## src/rtl/clb_cfg_pkg.sv

```systemverilog
// Shared types and parameter checks for the multi-lane configuration chain.
// Build option: CLB_CCFF_PARITY_EN adds commit-time parity checking.
package clb_cfg_pkg;

   typedef enum logic [1:0] {
      EMPTY,
      LOADING,
      FULL,
      COMMIT
   } state_t;

   function automatic bit cfg_legal(int cfg_w, int n_lanes);
      return (n_lanes > 0) && (cfg_w >= n_lanes) && (cfg_w % n_lanes == 0);
   endfunction

endpackage

```

## src/rtl/clb_ccff_shadow_ctrl_if.sv

```systemverilog
// Chain and commit-handshake bundle between the loader and the tile front end.
// Build option: CLB_CCFF_PARITY_EN adds the ccff_par_in signal.
interface clb_ccff_shadow_ctrl_if #(
   parameter int CFG_W   = 64,
   parameter int N_LANES = 1
);
   localparam int DEPTH = CFG_W / N_LANES;
   localparam int CNT_W = $clog2(DEPTH + 1);

   logic               ccff_en;
   logic [N_LANES-1:0] ccff_head;
   logic [N_LANES-1:0] ccff_tail;
   logic               commit_req;
   logic               commit_ack;
   logic [CFG_W-1:0]   cfg_out;
   logic               cfg_valid;
   logic [CNT_W-1:0]   beat_cnt;
   logic               overrun;
   logic               cfg_err;
`ifdef CLB_CCFF_PARITY_EN
   logic               ccff_par_in;
`endif

   modport master (
      output ccff_en, ccff_head, commit_req,
`ifdef CLB_CCFF_PARITY_EN
      output ccff_par_in,
`endif
      input  ccff_tail, commit_ack, cfg_out, cfg_valid,
      input  beat_cnt, overrun, cfg_err
   );

   modport slave (
      input  ccff_en, ccff_head, commit_req,
`ifdef CLB_CCFF_PARITY_EN
      input  ccff_par_in,
`endif
      output ccff_tail, commit_ack, cfg_out, cfg_valid,
      output beat_cnt, overrun, cfg_err
   );

endinterface

```

## src/rtl/clb_ccff_shadow_sr.sv

```systemverilog
// Shadow shift register, saturating beat counter and running parity.
// Build option: CLB_CCFF_PARITY_EN enables the parity accumulator.
module clb_ccff_shadow_sr #(
   parameter int CFG_W   = 64,
   parameter int N_LANES = 1
) (
   input  logic                                  clk,
   input  logic                                  rst_n,
   input  logic                                  shift,
   input  logic                                  clr,
   input  logic [N_LANES-1:0]                    head,
   output logic [CFG_W-1:0]                      shadow,
   output logic [$clog2(CFG_W/N_LANES+1)-1:0]    beat_cnt
`ifdef CLB_CCFF_PARITY_EN
   ,
   output logic                                  par
`endif
);
   import clb_cfg_pkg::*;

   localparam int DEPTH = CFG_W / N_LANES;
   localparam int CNT_W = $clog2(DEPTH + 1);

   logic [CFG_W-1:0] shadow_nxt;

   // A single-beat chain has no lower slice to keep
   if (DEPTH == 1) begin : g_one
      assign shadow_nxt = head;
   end else begin : g_many
      assign shadow_nxt = {shadow[CFG_W-N_LANES-1:0], head};
   end

   always_ff @(posedge clk or negedge rst_n) begin
      if (!rst_n) begin
         shadow <= '0;
      end else if (shift) begin
         shadow <= shadow_nxt;
      end
   end

   always_ff @(posedge clk or negedge rst_n) begin
      if (!rst_n) begin
         beat_cnt <= '0;
      end else if (clr) begin
         beat_cnt <= '0;
      end else if (shift && beat_cnt != CNT_W'(DEPTH)) begin
         beat_cnt <= beat_cnt + 1'b1;
      end
   end

`ifdef CLB_CCFF_PARITY_EN
   always_ff @(posedge clk or negedge rst_n) begin
      if (!rst_n) begin
         par <= 1'b0;
      end else if (clr) begin
         par <= 1'b0;
      end else if (shift) begin
         par <= par ^ (^head);
      end
   end
`endif

endmodule

```

## src/rtl/clb_ccff_shadow_ctrl.sv

```systemverilog
// Double-buffered multi-lane configuration chain with atomic commit.
// Build option: CLB_CCFF_PARITY_EN gates the commit on a parity match.
module clb_ccff_shadow_ctrl #(
   parameter int CFG_W   = 64,
   parameter int N_LANES = 1
) (
   input  logic                  prog_clk,
   input  logic                  prog_rst_n,
   clb_ccff_shadow_ctrl_if.slave bus
);
   import clb_cfg_pkg::*;

   localparam int DEPTH = CFG_W / N_LANES;
   localparam int CNT_W = $clog2(DEPTH + 1);

   if (!cfg_legal(CFG_W, N_LANES)) begin : g_bad_cfg
      $error("CFG_W must be a non-zero multiple of N_LANES");
   end

   state_t           state;
   state_t           state_nxt;
   logic [CFG_W-1:0] shadow;
   logic [CNT_W-1:0] beat_cnt;
   logic [CFG_W-1:0] cfg_q;
   logic             valid_q;
   logic             ack_q;
   logic             ovr_q;
   logic             commit_go;
   logic             shift;
   logic             clr;
   logic             par_ok;

   // Commit has priority over a coincident beat in FULL
   assign commit_go = (state == FULL) && bus.commit_req;
   assign shift     = bus.ccff_en && (state != COMMIT) && !commit_go;
   assign clr       = (state == COMMIT);

`ifdef CLB_CCFF_PARITY_EN
   logic par;
   logic err_q;

   assign par_ok = (par == bus.ccff_par_in);

   always_ff @(posedge prog_clk or negedge prog_rst_n) begin
      if (!prog_rst_n) begin
         err_q <= 1'b0;
      end else if (commit_go) begin
         err_q <= !par_ok;
      end
   end

   assign bus.cfg_err = err_q;
`else
   assign par_ok      = 1'b1;
   assign bus.cfg_err = 1'b0;
`endif

   clb_ccff_shadow_sr #(
      .CFG_W   (CFG_W),
      .N_LANES (N_LANES)
   ) u_sr (
      .clk      (prog_clk),
      .rst_n    (prog_rst_n),
      .shift    (shift),
      .clr      (clr),
      .head     (bus.ccff_head),
      .shadow   (shadow),
      .beat_cnt (beat_cnt)
`ifdef CLB_CCFF_PARITY_EN
      ,
      .par      (par)
`endif
   );

   always_ff @(posedge prog_clk or negedge prog_rst_n) begin
      if (!prog_rst_n) begin
         state <= EMPTY;
      end else begin
         state <= state_nxt;
      end
   end

   always_comb begin
      state_nxt = state;
      unique case (state)
         EMPTY: begin
            if (shift) state_nxt = (DEPTH == 1) ? FULL : LOADING;
         end
         LOADING: begin
            if (shift && beat_cnt == CNT_W'(DEPTH - 1)) state_nxt = FULL;
         end
         FULL: begin
            if (bus.commit_req) state_nxt = COMMIT;
         end
         COMMIT: begin
            state_nxt = EMPTY;
         end
         default: state_nxt = EMPTY;
      endcase
   end

   always_ff @(posedge prog_clk or negedge prog_rst_n) begin
      if (!prog_rst_n) begin
         cfg_q   <= '0;
         valid_q <= 1'b0;
         ack_q   <= 1'b0;
         ovr_q   <= 1'b0;
      end else begin
         ack_q <= commit_go;
         if (commit_go && par_ok) begin
            cfg_q   <= shadow;
            valid_q <= 1'b1;
         end
         if (clr) begin
            ovr_q <= 1'b0;
         end else if (shift && state == FULL) begin
            ovr_q <= 1'b1;
         end
      end
   end

   assign bus.ccff_tail  = shadow[CFG_W-1 -: N_LANES];
   assign bus.commit_ack = ack_q;
   assign bus.cfg_out    = cfg_q;
   assign bus.cfg_valid  = valid_q;
   assign bus.beat_cnt   = beat_cnt;
   assign bus.overrun    = ovr_q;

endmodule

```

## src/flat_wrapper.sv

```systemverilog
// flat-port wrapper written by rule: the top's interface ports become plain ports
module clb_ccff_shadow_ctrl_flat import clb_cfg_pkg::*;
#(
   parameter int CFG_W   = 64,
   parameter int N_LANES = 1
)
  (prog_clk, prog_rst_n, bus_ccff_en, bus_ccff_head, bus_commit_req, bus_ccff_tail, bus_commit_ack, bus_cfg_out, bus_cfg_valid, bus_beat_cnt, bus_overrun, bus_cfg_err);
  clb_ccff_shadow_ctrl_if #(.CFG_W(CFG_W), .N_LANES(N_LANES)) bus_i ();
  input  logic prog_clk;
  input  logic prog_rst_n;
  input wire logic [$bits(bus_i.ccff_en)-1:0] bus_ccff_en;
  input wire logic [$bits(bus_i.ccff_head)-1:0] bus_ccff_head;
  input wire logic [$bits(bus_i.commit_req)-1:0] bus_commit_req;
  output wire logic [$bits(bus_i.ccff_tail)-1:0] bus_ccff_tail;
  output wire logic [$bits(bus_i.commit_ack)-1:0] bus_commit_ack;
  output wire logic [$bits(bus_i.cfg_out)-1:0] bus_cfg_out;
  output wire logic [$bits(bus_i.cfg_valid)-1:0] bus_cfg_valid;
  output wire logic [$bits(bus_i.beat_cnt)-1:0] bus_beat_cnt;
  output wire logic [$bits(bus_i.overrun)-1:0] bus_overrun;
  output wire logic [$bits(bus_i.cfg_err)-1:0] bus_cfg_err;
  assign bus_i.ccff_en = bus_ccff_en;
  assign bus_i.ccff_head = bus_ccff_head;
  assign bus_i.commit_req = bus_commit_req;
  assign bus_ccff_tail = bus_i.ccff_tail;
  assign bus_commit_ack = bus_i.commit_ack;
  assign bus_cfg_out = bus_i.cfg_out;
  assign bus_cfg_valid = bus_i.cfg_valid;
  assign bus_beat_cnt = bus_i.beat_cnt;
  assign bus_overrun = bus_i.overrun;
  assign bus_cfg_err = bus_i.cfg_err;
  clb_ccff_shadow_ctrl #(.CFG_W(CFG_W), .N_LANES(N_LANES)) u_core (.prog_clk(prog_clk), .prog_rst_n(prog_rst_n), .bus(bus_i));
endmodule
```

## config.mk

```make
export PLATFORM = sky130hd
export DESIGN_NAME = clb_ccff_shadow_ctrl_flat
export DESIGN_NICKNAME = d
export VERILOG_FILES = /design/src/rtl/clb_cfg_pkg.sv /design/src/rtl/clb_ccff_shadow_ctrl_if.sv /design/src/rtl/clb_ccff_shadow_sr.sv /design/src/rtl/clb_ccff_shadow_ctrl.sv /design/src/flat_wrapper.sv
export SDC_FILE = /design/constraint.sdc
export NUM_CORES = 1
export LEC_CHECK = 0
export ABC_AREA = 1
export BUFFER_PORTS_ARGS = -buffer_cell sky130_fd_sc_hd__buf_2
export CORE_ASPECT_RATIO = 1.75
export CORE_MARGIN = 1
export CORE_UTILIZATION = 45
export DETAILED_ROUTE_END_ITERATION = 10
export GPL_TIMING_DRIVEN = 0
export PLACE_DENSITY = 0.73
export SLEW_MARGIN = 10
export SYNTH_ARGS = -nofsm -noshare
export SYNTH_HDL_FRONTEND = slang
export SYNTH_HIERARCHICAL = 1
export SYNTH_SLANG_ARGS = --single-unit
```

## constraint.sdc

```tcl
create_clock -name prog_clk -period 3.8 [get_ports prog_clk]
set_clock_uncertainty 0.2 [all_clocks]
set_input_delay 0.19 -clock prog_clk [delete_from_list [all_inputs] [get_ports prog_clk]]
set_output_delay 0.19 -clock prog_clk [all_outputs]
set_load 0.02 [all_outputs]
```

==> results.py <==
metrics = {
    "clocking": {
        "cts_tree": "yes",
        "cts_root_buf": "clkbuf_16",
        "htreeDepth": 4,
        "ctsResizeCount": 0,
        "cts_made_buffers": 17,
        "post-cts-setup-buffers": 0,
        "clk_pin_slew_worst_paths_ps": 60,
        "clkLatencyLatePin_ps": 410,
        "clockBufferDepth": 2,
        "cts.sinks": 140,
    },
    "timing": {
        "timing.final.crit_share_pct": 56.3,
        "hold_slack_ps": 54.5,
        "max_freq_ghz": 0.468,
        "finalHoldViolations": 0,
        "min_period_ps": 2140,
        "tns_ps": 0,
        "rsz0062_at_grt": "false",
        "tightest_slew_ps": 554,
        "slew_viol_final": 0,
        "setup_viol": 0,
        "fin_ws_ps": 1660,
        "relSlewSlack_pct": 63.1,
    },
    "final_layout": {
        "area_growth_pct": 23.2,
        "fin_cells": 893,
        "diodes": 0,
        "layout-drive-gt1-share_pct": 20.6,
        "final_nets": 726,
        "nFillCells": 1034,
    },
    "power_and_ir_drop": {
        "ir_drop_mv": 0.466,
        "power.leakage_nw": 3.69,
        "power_mw": 6.57,
        "power_density_mw_per_mm2": 958,
    },
    "route": {
        "ant_nets": 0,
        "post_drt_wl_per_cell_um": 13.0,
        "route.detailed.drc": 0,
        "dr.pass1.iters": 5,
        "drt-total-wl_mm": 11.6,
        "vias": 4216,
        "routed_via_density": 4.72,
        "dr.first_iter.drc_count": 246,
    },
    "setup_path": {
        "ff2ff_path_depth": 8,
        "cp_max_fo": 10,
        "start_kind": "flip-flop",
        "startpoint": "u_core/state[0]$_DFFE_PN0P_",
        "crit_type": "flip-flop to flip-flop",
        "worst_setup_path_end_kind": "flip-flop",
        "critical_path_arrival_ps": 2210,
        "r2r-start": "u_core/state[0]$_DFFE_PN0P_",
        "worstPathRequired_ps": 3870,
    },
    "logic_synthesis": {
        "synth_top_family_by_area": "simple AND/OR/NAND/NOR gates",
        "synth.avg_cell_area_um2": 9.09,
        "muxShareOfSynthArea_pct": 0.405,
        "synth_compound_area_share_pct": 5.82,
        "synth_warnings": 6,
        "synth_fa_ha_area_share_pct": 1.35,
        "synth_cell_types": 28,
        "syn_nets": 623,
        "ys_seq_elements": 140,
        "synth-simple-area-share_pct": 22.4,
        "synth-xor-area-share_pct": 0.157,
        "synth_area_mm2": 0.00556,
        "synthCells": 612,
        "ys_seq_area_share_pct": 63.0,
    },
    "grt": {
        "grt_pass1_wl_mm": 19.6,
        "first_global_vias": 4287,
        "grt_max_degree": 83,
        "grtUsageTotal_pct": 19.6,
        "grt-ovfl-total": 0,
        "antenna_found_initial": 0,
    },
    "min_path": {
        "hp-class": "input pin to flip-flop",
        "min_from": "bus_commit_req",
        "min_path_cells": 5,
    },
    "placed_design": {
        "port_buffers": 79,
        "gp_congestion": 0.781,
        "dp.cells": 857,
        "place_ws_ps": 1700,
        "dp_hpwl_mm": 8.09,
    },
    "run_status": {
        "run_status": "finished clean",
    },
    "die": {
        "core_area_mm2": 0.0120,
        "initial_core_util_pct": 46.4,
        "die_y_um": 149,
        "fp-row-count": 53,
        "die_width_um": 86.1,
        "io_pins": 81,
        "dieArea_mm2": 0.0128,
    },
    "job": {
        "cap_viol_max_count": 0,
    },
}
[metal layers]
layer / global-route usage [%] / vias to the layer above / part of all wire [%]
met5: 0 / - / 0
met4: 8.58 / 0 / 1.8
met3: 4.54 / 17 / 4.5
met2: 33.9 / 108 / 53
met1: 23.0 / 2005 / 40
li1: - / 2086 / -
[cell usage in the layout, fill, tap and decap left out, types with 4 or more instances in the layout]
| master | count |
|---|---|
| buf_4 | 13 |
| buf_2 | 91 |
| dfrtp_1 | 140 |
| o21ai_1 | 31 |
| a21oi_1 | 31 |
| clkinv_4 | 4 |
| clkbuf_16 | 17 |
| ha_1 | 6 |
| nand3_1 | 10 |
| dlygate4sd3_1 | 4 |
| nor2_1 | 42 |
| nand2_1 | 257 |
| inv_1 | 44 |
[cell usage after synthesis]
cell type	instances	area share (%)
or2_1	2	0.22
or2_2	1	0.11
nand2_4	1	0.20
nand2_2	2	0.22
nor3_1	1	0.090
inv_1	44	3.0
ha_1	6	1.3
xor2_1	1	0.16
conb_1	1	0.067
clkbuf_1	2	0.13
nand3_2	1	0.18
o21ai_0	1	0.090
nand2_1	257	17
o21ai_1	31	2.8
clkinv_1	1	0.067
dfrtp_1	140	63
buf_6	2	0.40
buf_2	13	1.2
a21oi_2	1	0.16
nand4_1	2	0.22
nand3_1	10	0.90
inv_2	2	0.13
a21oi_1	31	2.8
nor2_1	42	2.8
buf_4	13	1.8
clkinv_4	1	0.16
nor2_2	1	0.11
mux2_1	2	0.40
[kinds of logic after synthesis]
kind of cell	Yosys count
other	1
buffers and inverters	78
DFF	140
xor gates and xnor gates	1
adders and majority gates	6
muxes	2
and+or+nand+nor	320
AOI/OAI and AO/OA	64
[where the power goes]
part	internal (mW)	switching, mW
sequential	2.20	0.434
clock	1.07	0.616
combinational	0.776	1.48
[metrics by stage]
step	cell area, µm²	utilization [%]
floorplan	5560	-
global placement	6170	51.4
detailed placement	6200	51.7
CTS	6860	57.1
global route	6860	57.1
finish	6860	57.1
[worst paths after layout]
kind	end	slack, ps
max	u_core/u_sr/shadow[43]$_DFFE_PN0P_	1660
min	u_core/state[0]$_DFFE_PN0P_	50
max reg2reg	u_core/u_sr/shadow[43]$_DFFE_PN0P_	1660
min reg2reg	u_core/bus.cfg_valid$_DFFE_PN0P_	260
max in group asynchronous	u_core/u_sr/shadow[25]$_DFFE_PN0P_	2530
min in group asynchronous	u_core/u_sr/beat_cnt[2]$_DFFE_PN0P_	100
[worst max-delay path, cell delays in order, from the launching register on]
cell and delay (ps):
dfrtp_1 410, inv_1 100, ha_1 240, nand2_2 110
nand3_1 130, inv_1 180, buf_2 250, buf_2 280
a21oi_1 110
[timing repair]
item,in CTS,in global routing
endpoints found under the setup margin,0,0
endpoints found under the hold margin,60,0
hold buffers,4,0
[flip-flops by register name, summed over array words and instances, names as in the netlist]
| signal | count |
|---|---|
| u_core/bus.overrun | 1 |
| u_core/u_sr/beat_cnt | 7 |
| u_core/u_sr/shadow | 64 |
| u_core/bus.cfg_valid | 1 |
| u_core/bus.commit_ack | 1 |
| u_core/bus.cfg_out | 64 |
| u_core/state | 2 |
[cell type report]
cell class,instances,area [µm²],share of cell area (%)
clock inverters,13,164,2.39
inverters,48,185,2.70
flip-flops and latches,140,3500,51.1
plain buffers,30,193,2.81
well taps,165,206,3.01
repair buffers,84,469,6.84
clock buffers,19,453,6.61
multi-input cells,394,1680,24.5
No activity file was read; power rests on OpenSTA's default activity.
